<file path="src/rtl/mem_arb_pkg.sv">
// Shared types for the IF/MEM single-port RAM arbiter.
// Latency: n/a (types and constants only).
// Backpressure: n/a.
package mem_arb_pkg;

    typedef enum logic [1:0] {
        IDLE     = 2'd0,
        IF_BUSY  = 2'd1,
        MEM_BUSY = 2'd2
    } arb_state_e;

    // Grant identifiers used to select which requester's fields are latched.
    localparam logic GNT_IF  = 1'b0;
    localparam logic GNT_MEM = 1'b1;

endpackage

</file>
<file path="src/rtl/mem_port_arbiter.sv">
// Arbitrates one single-port RAM between instruction fetch (IF) and load/store (MEM).
// Latency: grant at T, ram_en at T+1, valid/done pulse one cycle after ram_rdy (min 2 cycles).
// Backpressure: ram_* held until ram_rdy; requesters held via stall_IF/stall_MEM until their pulse.
//
// Ports:
//   if_req/if_addr/flush_IF  -> fetch request, squashed by flush_IF
//   if_rdata/if_valid        <- fetched instruction, one-cycle valid pulse
//   mem_req/we/addr/wdata    -> load/store request, fixed priority over IF
//   mem_rdata/mem_done       <- load data (unchanged on stores), one-cycle done pulse
//   stall_IF/stall_MEM       <- combinational hold requests to the pipeline
//   ram_en/we/addr/wdata     <- registered RAM command, ram_rdata/ram_rdy -> completion
module mem_port_arbiter #(
    parameter int ADDR_W = 32,
    parameter int DATA_W = 32
) (
    input  logic              clk,
    input  logic              rst_n,
    input  logic              if_req,
    input  logic [ADDR_W-1:0] if_addr,
    input  logic              flush_IF,
    output logic [DATA_W-1:0] if_rdata,
    output logic              if_valid,
    output logic              stall_IF,
    input  logic              mem_req,
    input  logic              mem_we,
    input  logic [ADDR_W-1:0] mem_addr,
    input  logic [DATA_W-1:0] mem_wdata,
    output logic [DATA_W-1:0] mem_rdata,
    output logic              mem_done,
    output logic              stall_MEM,
    output logic              ram_en,
    output logic              ram_we,
    output logic [ADDR_W-1:0] ram_addr,
    output logic [DATA_W-1:0] ram_wdata,
    input  logic [DATA_W-1:0] ram_rdata,
    input  logic              ram_rdy
);
    import mem_arb_pkg::*;

    arb_state_e        state_q, state_d;
    logic              ram_en_q, ram_en_d;
    logic              ram_we_q, ram_we_d;
    logic [ADDR_W-1:0] ram_addr_q, ram_addr_d;
    logic [DATA_W-1:0] ram_wdata_q, ram_wdata_d;
    logic [DATA_W-1:0] if_rdata_q, if_rdata_d;
    logic              if_valid_q, if_valid_d;
    logic [DATA_W-1:0] mem_rdata_q, mem_rdata_d;
    logic              mem_done_q, mem_done_d;
    logic              squash_q, squash_d;

    logic mem_elig;
    logic if_elig;
    logic gnt_id;

    // A requester whose pulse is out this cycle still has its request high;
    // masking it here stops the same access from being granted twice. This
    // also lets IF win the cycle in which MEM's done pulses, so IF cannot starve.
    always_comb begin
        mem_elig = mem_req && !mem_done_q;
        if_elig  = if_req && !if_valid_q && !flush_IF;
        gnt_id   = mem_elig ? GNT_MEM : GNT_IF;
    end

    always_comb begin
        state_d     = state_q;
        ram_en_d    = ram_en_q;
        ram_we_d    = ram_we_q;
        ram_addr_d  = ram_addr_q;
        ram_wdata_d = ram_wdata_q;
        if_rdata_d  = if_rdata_q;
        mem_rdata_d = mem_rdata_q;
        squash_d    = squash_q;
        if_valid_d  = 1'b0;
        mem_done_d  = 1'b0;

        case (state_q)
            IDLE: begin
                if (mem_elig || if_elig) begin
                    ram_en_d = 1'b1;
                    if (gnt_id == GNT_MEM) begin
                        ram_we_d    = mem_we;
                        ram_addr_d  = mem_addr;
                        ram_wdata_d = mem_wdata;
                        state_d     = MEM_BUSY;
                    end else begin
                        ram_we_d   = 1'b0;
                        ram_addr_d = if_addr;
                        state_d    = IF_BUSY;
                    end
                end
            end
            IF_BUSY: begin
                if (ram_rdy) begin
                    ram_en_d = 1'b0;
                    ram_we_d = 1'b0;
                    squash_d = 1'b0;
                    state_d  = IDLE;
                    // A flush seen earlier or in this very cycle drops the fetch.
                    if (!(squash_q || flush_IF)) begin
                        if_rdata_d = ram_rdata;
                        if_valid_d = 1'b1;
                    end
                end else if (flush_IF) begin
                    squash_d = 1'b1;
                end
            end
            MEM_BUSY: begin
                if (ram_rdy) begin
                    ram_en_d   = 1'b0;
                    ram_we_d   = 1'b0;
                    mem_done_d = 1'b1;
                    state_d    = IDLE;
                    if (!ram_we_q) begin
                        mem_rdata_d = ram_rdata;
                    end
                end
            end
            default: begin
                state_d = IDLE;
            end
        endcase
    end

    always_ff @(posedge clk or negedge rst_n) begin
        if (!rst_n) begin
            state_q     <= IDLE;
            ram_en_q    <= 1'b0;
            ram_we_q    <= 1'b0;
            ram_addr_q  <= '0;
            ram_wdata_q <= '0;
            if_rdata_q  <= '0;
            if_valid_q  <= 1'b0;
            mem_rdata_q <= '0;
            mem_done_q  <= 1'b0;
            squash_q    <= 1'b0;
        end else begin
            state_q     <= state_d;
            ram_en_q    <= ram_en_d;
            ram_we_q    <= ram_we_d;
            ram_addr_q  <= ram_addr_d;
            ram_wdata_q <= ram_wdata_d;
            if_rdata_q  <= if_rdata_d;
            if_valid_q  <= if_valid_d;
            mem_rdata_q <= mem_rdata_d;
            mem_done_q  <= mem_done_d;
            squash_q    <= squash_d;
        end
    end

    assign ram_en    = ram_en_q;
    assign ram_we    = ram_we_q;
    assign ram_addr  = ram_addr_q;
    assign ram_wdata = ram_wdata_q;
    assign if_rdata  = if_rdata_q;
    assign if_valid  = if_valid_q;
    assign mem_rdata = mem_rdata_q;
    assign mem_done  = mem_done_q;
    assign stall_MEM = mem_req && !mem_done_q;
    assign stall_IF  = if_req && !if_valid_q;

endmodule

</file>
<file path="config.mk">
export PLATFORM = sky130hd
export DESIGN_NAME = mem_port_arbiter
export DESIGN_NICKNAME = d
export VERILOG_FILES = /design/src/rtl/mem_arb_pkg.sv /design/src/rtl/mem_port_arbiter.sv
export SDC_FILE = /design/constraint.sdc
export NUM_CORES = 1
export LEC_CHECK = 0
export ABC_AREA = 1
export CAP_MARGIN = 20
export CORE_MARGIN = 2
export CORE_UTILIZATION = 44
export CTS_CLUSTER_DIAMETER = 150
export DETAILED_ROUTE_END_ITERATION = 8
export PLACE_DENSITY = 0.95
export SYNTH_ARGS = -nofsm -noshare
export SYNTH_HDL_FRONTEND = slang
export SYNTH_SLANG_ARGS = --single-unit
</file>
<file path="constraint.sdc">
create_clock -name clk -period 3.7 [get_ports clk]
set_input_delay 0.74 -clock clk [delete_from_list [all_inputs] [get_ports clk]]
set_output_delay 0.74 -clock clk [all_outputs]
set_load 0.005 [all_outputs]
</file>
# Word-level counts from Yosys, hierarchy flattened
# Index checks and enable logic that the tools add are counted.
dict set report word_totals {
  reg_bits 135
  input_bits 135
  output_inout_bits 134
  elab_cells 54
}
dict set report op_classes {
  eq_ne 4
  mux 19
  bitwise_logic 2
  reduce_logical 19
}
# operator count
set op_table {}
lappend op_table {{$mux W32} 1}
lappend op_table {{$mux W1} 12}
lappend op_table {{$reduce_and A3 Y1} 4}
lappend op_table {{$mux W2} 3}
lappend op_table {{$reduce_and A2 Y1} 3}
lappend op_table {{$pmux W1 S2} 2}
lappend op_table {{$pmux W2 S2} 1}
lappend op_table {{$reduce_bool A2 Y1} 2}
lappend op_table {{$logic_and A1 B1 Y1} 3}
lappend op_table {{$logic_not A1 Y1} 3}
lappend op_table {{$eq A2 B1 Y1 const B} 1}
lappend op_table {{$eq A2 B2 Y1 const B} 1}
lappend op_table {{$logic_not A2 Y1} 1}
lappend op_table {{$logic_or A1 B1 Y1} 2}
lappend op_table {{$ne A2 B1 Y1 const B} 1}
lappend op_table {{$ne A2 B2 Y1 const B} 1}
lappend op_table {{$not A1 Y1} 2}
lappend op_table {{$reduce_or A2 Y1} 1}

# Depth between registers and ports, before layout
dict set report depth {
  ltp_word 6
  depth_mapped 9
  mapped_depth_nobuf 7
}

# Worst setup path before layout
# Ideal clock, no wire load.
dict set report synth_path {
  kind {in2out}
  start {input port mem_req}
  end {output port stall_MEM}
  t_arrival_ns 1.195
  required_ns 2.960
  path_slack_ns 1.765
  cell_stages 4
  cell_sequence {nand2_4 -> inv_2 -> buf_4 -> buf_2}
}
dict set report synth_between {
  elab_chain_len 1
}
# item line_no
set synth_rtl {}
lappend synth_rtl {{start: declaration} mem_port_arbiter.sv:24} ;# input logic mem_req,
lappend synth_rtl {{$logic_and A1 B1 Y1} mem_port_arbiter.sv:158} ;# assign stall_MEM = mem_req && !mem_done_q;
lappend synth_rtl {{end: declaration} mem_port_arbiter.sv:30} ;# output logic stall_MEM,
# No other way between the ends.

# Final worst setup path
# Same ends and word-level chain as after synthesis.

==> impl_metrics.yaml <==
clock_tree:
  cts.clk_slew.worst_paths_ps: 60
  htree_num_levels: 4
  cts_resized: 0
  clockBufferDepth: 2
  tritoncts_clock_tree: "done"
  postCtsHoldBufs: 0
  worstSkewPairLatency_ps: 410
  post-cts-setup-buffer-count: 0
  clock_tree_sinks: 135
  clock_root_buffer: "sky130_fd_sc_hd__clkbuf_16"
  numCtsBuffers: 17
power:
  ir_worst_vdd_v: 0.000422
  power_density_nw_per_um2: 802
  power_leakage_nw: 4.48
placed_design:
  place_hpwl_um: 11700
  global_placer_s_final_weighted_congestion: 0.836
  place.port_buffers: 268
global_routing:
  grt_first_pass_wirelength_um: 25800
  grt_util_all_layers: 0.247
  grt_pass1_vias: 5259
  grt_max_degree: 86
  antenna_found_initial: 0
  remaining_global_route_overflow: 0
timing:
  timing.max_slew.rel_slack: 0.314
  report.final.slew_viol_count: 0
  setup_tns_ps: 0
  finalSetupViolations: 0
  layout_worst_path_cycle_share: 0.719
  finalWorstPathRequiredPeriod_ps: 2660
  rsz0062_at_grt: "false"
  fmaxAchievable_ghz: 0.376
  clock-skew-final_ps: 6.78
  finalHoldViolations: 0
  worst_slew_pin_slew_ps: 1030
final_layout:
  antennaDiodeCount: 0
  finish.utilization: 0.719
  fraction_of_final_layout_cells_sized_beyond_drive_strength_1: 0.0512
  final_nets: 1062
  syn2layout_area_growth_pct: 60.5
worst_setup_path:
  worstPathArrival_ps: 1920
  cp_data_required_time_ps: 2960
  crit_path_top_delay_cell: "sky130_fd_sc_hd__clkdlybuf4s50_1"
  critical_path.startpoint_type: "input pin"
  regToRegSetupSlack_ps: 1600
  ff2ff_path_depth: 6
  timing.critical_path.cells: "clkdlybuf4s50_1 > nand2_4 > inv_2 > clkdlybuf4s50_1"
  critical-path-top-cell-by-count: "sky130_fd_sc_hd__clkdlybuf4s50_1"
  critical_path_peak_fanout: 2
  critical_path.endpoint_type: "output port"
  worst-setup-path-type: "in2out"
  critical-path-max-stage-delay_ps: 560
  reg2reg_from: "state_q[1]"
  r2r-end: "if_rdata[2]"
synth:
  synth_compound_area_frac: 0.0615
  synth_async_sr_flop_share: 1.00
  post_synth.cell_area_avg_um2: 8.45
  synth-main-ff-cell: "sky130_fd_sc_hd__dfrtp_1"
  yosys-mux-area-fraction: 0
  mappedNetlistNets: 805
  synth_sequential_area_ratio: 0.600
  cell_type_contributing_the_most_total_cell_area_after_synthesis: "sky130_fd_sc_hd__dfrtp_1"
  synthDominantCellAreaShare: 0.600
  synth.top_cells.by_count: "sky130_fd_sc_hd__nand2_1 (336), sky130_fd_sc_hd__dfrtp_1 (135), sky130_fd_sc_hd__inv_1 (43), sky130_fd_sc_hd__nand3_1 (36), sky130_fd_sc_hd__o21ai_0 (36)"
  synth-edff-count: 0
  synth_fa_ha_area_frac: 0.00666
  synth_area_leaders: "sky130_fd_sc_hd__dfrtp_1 (60%), sky130_fd_sc_hd__nand2_1 (22%), sky130_fd_sc_hd__nand3_1 (3.2%)"
  yosysWarningCount: 0
  synthMostInstantiatedCell: "sky130_fd_sc_hd__nand2_1"
  main_combinational_cell_family_by_area_after_synthesis: "simple AND/OR/NAND/NOR gates"
  synthXorXnorAreaFrac: 0
  synth-seq-cells: 135
  yosys.area_share.simple: 0.263
  synthesis.area_um2: 5630
  synthDistinctLibCells: 20
  postSynthCellCount: 667
floorplanning:
  initial_utilization: 0.448
  i_o_pin_count: 269
  die_w_um: 117
  dieArea_um2: 13700
  placementRows: 41
  placeableCoreArea_um2: 12600
  die_extent_in_y_um: 117
drt:
  routed-via-count: 5321
  drt_first_pass_iters: 4
  detail_route.vias_per_cell: 4.80
  initial_drc_count: 342
  ant_nets: 0
  drcViolationCount: 0
  drt_wl_total_um: 16600
  wire_per_inst_um: 15.0
status:
  run_status: "completed"
flow_run:
  drv_cap: 0
worst_hold_path:
  worst_hold_path_type: "in2async"
==> where the power goes <==
part	internal [mW]	switching, mW	total [mW]
clock	1.23	0.622	1.85
combinational	1.60	1.24	2.85
sequential	2.16	0.392	2.55
total	4.99	2.26	7.25
==> worst max path at each step <==
stage	cells after the start	to	from
after floorplan	4	stall_MEM	mem_req
after global placement	4	stall_MEM	mem_req
after detailed placement	5	if_rdata[2]	ram_rdy
after CTS	4	stall_MEM	mem_req
after global routing	4	stall_MEM	mem_req
final	4	stall_MEM	mem_req
==> cell usage in the layout (no fill, tap or decap), drive strengths merged <==
| cell type | count |
|---|---|
| ha | 3 |
| clkbuf | 19 |
| buf | 8 |
| nand3 | 36 |
| clkinvlp | 3 |
| nor2 | 3 |
| or2 | 2 |
| clkinv | 5 |
| o21ai | 66 |
| nand2 | 337 |
| bufinv | 5 |
| dfrtp | 135 |
| nand4 | 1 |
| clkdlybuf4s50 | 267 |
| inv | 46 |
| a21oi | 1 |
==> metal layers <==
metal / GRT usage / share of wire / vias to the layer above
met4: 0.113 / 0.032 / 0
met3: 0.0984 / 0.094 / 42
met1: 0.272 / 0.37 / 2463
met2: 0.420 / 0.50 / 242
li1: - / - / 2574
met5: 0 / 0 / -
==> area by class of cell <==
cell class	count	area [um2]
fill	907	3530
sequential	135	3380
timing repair buffer	275	2750
multi-input combinational	449	1870
clock buffer	19	453
tap	172	215
clock inverter	13	201
inverter	46	173
==> cells by family (layout without fill, tap and decap cells) <==
family | after synthesis | in the layout
simple gates | 379 | 379
fa+ha+maj | 3 | 3
flops | 135 | 135
buf+inv | 83 | 353
compound gates | 67 | 67
==> metrics by stage <==
step	instance area (um2)	std cells	worst slack (ps)	hold slack (ps)	power (mW)
finish	9040	1109	1040	352	7.25
global route	9040	1109	982	425	7.72
CTS	9040	1109	1030	401	7.32
detailed placement	8380	1077	957	458	5.41
global placement	8380	1077	1040	453	5.28
floorplan	5630	667	1760	444	3.60
==> critical path, delay by kind of cell <==
kind / cells / cell delay (ps)
simple gates: 1 / 60
buf+inv: 3 / 1120
==> sequential cells by signal, indices dropped and copies added (netlist names) <==
name	flops
if_rdata	32
if_valid	1
mem_done	1
mem_rdata	32
ram_addr	32
ram_en	1
ram_wdata	32
ram_we	1
squash_q	1
state_q	2
No activity file was read; power rests on OpenSTA's default activity.
==> variant 1 (config.mk and constraints unchanged) <==
The 3 states of `arb_state_e` get a one-hot encoding in 3 bits.
--- a/src/rtl/mem_arb_pkg.sv
+++ b/src/rtl/mem_arb_pkg.sv
@@ -4,8 +4,8 @@
 package mem_arb_pkg;
 
-    typedef enum logic [1:0] {
-        IDLE     = 2'd0,
-        IF_BUSY  = 2'd1,
-        MEM_BUSY = 2'd2
+    typedef enum logic [2:0] {
+        IDLE     = 3'b001,
+        IF_BUSY  = 3'b010,
+        MEM_BUSY = 3'b100
     } arb_state_e;
 
Behaviour: same outputs for any inputs over 4 cycles, from zero or initial values and one cycle with rst_n low; so few cycles prove little.
==> variant 1 against the original RTL <==
  * Wire length down 2.9%
  * Critical path depth unchanged
  * Worst hold slack better by 0.014 ns
  * Clock skew about the same
  * Sequential cell count up 1
  * Count of clock-buffer cells in the layout down 1
  * Sequential share of layout area up 0.28 points
  * Non-clock buffer count up 2
  * Global-route usage down 0.42 points
  * Power about the same
  * Cell area about the same
  * Area after synthesis up 0.29%
  * Setup slack worse by 0.00051 ns
  * Critical path type unchanged
==> variant 1: results (changes against the original RTL) <==
<table>
<tr><th>Metric</th><th>Value</th></tr>
<tr><th colspan="2">Run status</th></tr>
<tr><td>Outcome</td><td>completed</td></tr>
<tr><th colspan="2">Route</th></tr>
<tr><td>Final routed wirelength across all metal layers</td><td>16200 um (-2.9%)</td></tr>
<tr><td>Met3 wirelength from detailed routing</td><td>1040 um (-34%)</td></tr>
<tr><td>Starting DRT DRC Count</td><td>402 (+18%)</td></tr>
<tr><td>Met2 routed WL</td><td>8290 um (-1.0%)</td></tr>
<tr><th colspan="2">Cells and area</th></tr>
<tr><td>Finished Layout Cells</td><td>1118 (+0.81%)</td></tr>
<tr><td>Share of post-route cells with drive strength above 1</td><td>5.81% (+0.69 points)</td></tr>
<tr><th colspan="2">Synthesis</th></tr>
<tr><td>Synthesized-area fraction occupied by ao, oa, aoi and oai cells</td><td>5.85% (-0.31 points)</td></tr>
<tr><td>Synthesized Nets</td><td>807 (+0.25%)</td></tr>
<tr><td>Arithmetic-cell share of the synthesized area counting full adders, half adders and majority gates</td><td>0% (-0.67 points)</td></tr>
<tr><td>Synth top area share</td><td>59.8% (-0.17 points)</td></tr>
<tr><td>Cell types occupying the most area after synthesis</td><td>sky130_fd_sc_hd__dfrtp_1 (60%), sky130_fd_sc_hd__nand2_1 (22%), sky130_fd_sc_hd__o21ai_1 (4.2%)</td></tr>
<tr><th colspan="2">Setup path</th></tr>
<tr><td>CP max FO</td><td>4 (+2)</td></tr>
<tr><td>Worst-case reg-to-reg path depth</td><td>9 (+3)</td></tr>
<tr><th colspan="2">Global route</th></tr>
<tr><td>First-pass GRT wire length</td><td>26700 um (+3.8%)</td></tr>
<tr><td>Met1 Track Usage GR</td><td>28.7% (+1.5 points)</td></tr>
<tr><th colspan="2">STA</th></tr>
<tr><td>Final setup margin</td><td>1.04 ns (-0.000510 ns)</td></tr>
<tr><td>Slew margin rel.</td><td>48.9% (+18 points)</td></tr>
<tr><td>Final worst clock skew</td><td>0.00692 ns (+0.000133 ns)</td></tr>
<tr><th colspan="2">Place</th></tr>
<tr><td>Cell area reported after detailed placement</td><td>8440 sq um (+0.64%)</td></tr>
<tr><td>Routability congestion estimate from global placement</td><td>0.802 (-4.1%)</td></tr>
<tr><td>Setup slack at placement</td><td>0.813 ns (-0.143 ns)</td></tr>
<tr><td>Detailed placement HPWL</td><td>11600 um (-0.92%)</td></tr>
<tr><th colspan="2">Pwr</th></tr>
<tr><td>LEAKAGE</td><td>4.47 nW (-0.19%)</td></tr>
<tr><td>Peak VDD IR</td><td>0.357 mV (-15%)</td></tr>
</table>
variant 1: cell count changes in the layout (fill, tap and decap cells not counted), sizes merged, moves of 2 or more:
cell / delta
ha: -3
nand3: +2
clkinvlp: -2
clkinv: +3
buf: +2
or2: -2
nand4: +2
nor2: +9
bufinv: -2
variant 1: final timing paths:
check / start / to / slack [ns]
max: mem_req / stall_MEM / 1.04
min: rst_n / if_rdata[9] / 0.37
max reg2reg: mem_done / ram_addr[0] / 1.66
min reg2reg: ram_addr[11] / ram_addr[11] / 0.47
max in group asynchronous: rst_n / if_rdata[16] / 2.54
min in group clk: ram_addr[11] / ram_addr[11] / 0.47
variant 1: cell type report:
cell class,count,area [sq um]
multi-input combinational,457,1890
clock inverter,14,174
tap,172,215
clock buffer,18,429
inverter,44,165
timing repair buffer,277,2760
sequential,136,3400
fill,937,3530
variant 1: power breakdown:
group	internal (mW)	total [mW]	switching (mW)
clock	1.06	1.71	0.643
combinational	1.65	2.95	1.30
sequential	2.19	2.59	0.395
total	4.91	7.24	2.34
==> variant 2 (same settings) <==
Without the edit above. Set the parameter `ADDR_W` to 40 (it was 32).
--- a/src/rtl/mem_port_arbiter.sv
+++ b/src/rtl/mem_port_arbiter.sv
@@ -11,5 +11,5 @@
 //   ram_en/we/addr/wdata     <- registered RAM command, ram_rdata/ram_rdy -> completion
 module mem_port_arbiter #(
-    parameter int ADDR_W = 32,
+    parameter int ADDR_W = 40,
     parameter int DATA_W = 32
 ) (
Interface: changed (resized if_addr, mem_addr and ram_addr); port bits go from 269 to 293. No check against the original RTL was run, so the function may have changed too.
==> variant 2 against the original RTL <==
  * Sequential share of layout area fell by 0.35 points
  * Wire length rose by 8.9%
  * Cell area rose by 6.9%
  * Sequential cell count rose by 8
  * Power rose by 4.0%
  * Setup slack got worse by 0.0055 ns
  * Area after synthesis rose by 7.2%
  * Register-to-register slack improved by 0.18 ns
  * Critical path type unchanged
==> variant 2: results (changes against the original RTL) <==
<table>
<tr><th>Metric</th><th>Value</th></tr>
<tr><th colspan="2">Run status</th></tr>
<tr><td>Outcome</td><td>completed</td></tr>
<tr><th colspan="2">Place</th></tr>
<tr><td># port buffers</td><td>292 (+9.0%)</td></tr>
<tr><td>Setup slack at placement</td><td>1.02 ns (+0.0615 ns)</td></tr>
<tr><td>Routability congestion estimate from global placement</td><td>0.824 (-1.5%)</td></tr>
<tr><td>Detailed placement HPWL</td><td>12900 um (+9.6%)</td></tr>
<tr><th colspan="2">Cells and area</th></tr>
<tr><td>Number of nets at the end of the flow</td><td>1159 (+9.1%)</td></tr>
<tr><td>Core utilization of the finished layout</td><td>72.4% (+0.50 points)</td></tr>
<tr><td>Clock buffers</td><td>25 (+6)</td></tr>
<tr><td>Count of fill cells added during filler insertion</td><td>968 (+6.7%)</td></tr>
<tr><th colspan="2">Route</th></tr>
<tr><td>Wire length per cell after detailed routing</td><td>15.2 um (+1.3%)</td></tr>
<tr><td>Vias/cell</td><td>4.85 (+1.0%)</td></tr>
<tr><td>Final routed wirelength across all metal layers</td><td>18100 um (+8.9%)</td></tr>
<tr><td>TritonRoute pass-1 iters</td><td>5 (+1)</td></tr>
<tr><th colspan="2">Global route</th></tr>
<tr><td>Number of global-route vias before repair</td><td>5821 (+11%)</td></tr>
<tr><td>Total GRT Usage</td><td>25.4% (+0.70 points)</td></tr>
<tr><td>Pin count of the biggest net entering global routing</td><td>75 (-13%)</td></tr>
<tr><th colspan="2">Synthesis</th></tr>
<tr><td>Unique cell type count in the Yosys netlist</td><td>21 (+5.0%)</td></tr>
<tr><td>Synth Instances</td><td>727 (+9.0%)</td></tr>
<tr><td>Number of flip-flops and latches in the synthesized netlist</td><td>143 (+5.9%)</td></tr>
<tr><td>Cell types occupying the most area after synthesis</td><td>sky130_fd_sc_hd__dfrtp_1 (59%), sky130_fd_sc_hd__nand2_1 (24%), sky130_fd_sc_hd__o21ai_1 (3.2%)</td></tr>
<tr><th colspan="2">STA</th></tr>
<tr><td>Tcrit/Tclk final</td><td>72.1% (+0.15 points)</td></tr>
<tr><td>Transition at the pin with the smallest max-transition slack</td><td>0.721 ns (-0.304 ns)</td></tr>
<tr><td>Final worst clock skew</td><td>0.0108 ns (+0.00399 ns)</td></tr>
<tr><th colspan="2">Pwr</th></tr>
<tr><td>LEAKAGE</td><td>4.82 nW (+7.5%)</td></tr>
<tr><td>Peak VDD IR</td><td>0.414 mV (-1.9%)</td></tr>
<tr><td>Internal Pwr Total</td><td>5.15 mW (+3.3%)</td></tr>
<tr><th colspan="2">Setup path</th></tr>
<tr><td>CP max FO</td><td>3 (+1)</td></tr>
</table>
-- variant 2: routing by layer --
layer	global-route usage [%]	part of all wire [%]
met5	0	0
met4	11.4	2.9
met3	8.41	8.2
met2	44.4	51
met1	27.9	38
-- variant 2: worst min path at each step --
stage                  start             to  slack, ns  cells after the start
6_report               rst_n   if_rdata[10]       0.33                      1
5_1_grt                rst_n   if_rdata[10]       0.36                      1
4_1_cts                rst_n   if_rdata[11]       0.35                      1
3_5_place_dp     ram_addr[5]    ram_addr[5]       0.46                      2
3_3_place_gp   ram_wdata[17]  ram_wdata[17]       0.45                      2
2_1_floorplan          rst_n    if_rdata[0]       0.44                      0
-- variant 2: cells by family (layout without fill, tap and decap cells) --
| logic type | Yosys count | count (layout) | share of synthesized area (%) |
|---|---|---|---|
| simple gates | 427 | 427 | 27.5 |
| fa+ha+maj | 3 | 3 | 0.622 |
| compound gates | 67 | 67 | 5.86 |
| flops | 143 | 143 | 59.3 |
| buf+inv | 87 | 377 | 6.73 |
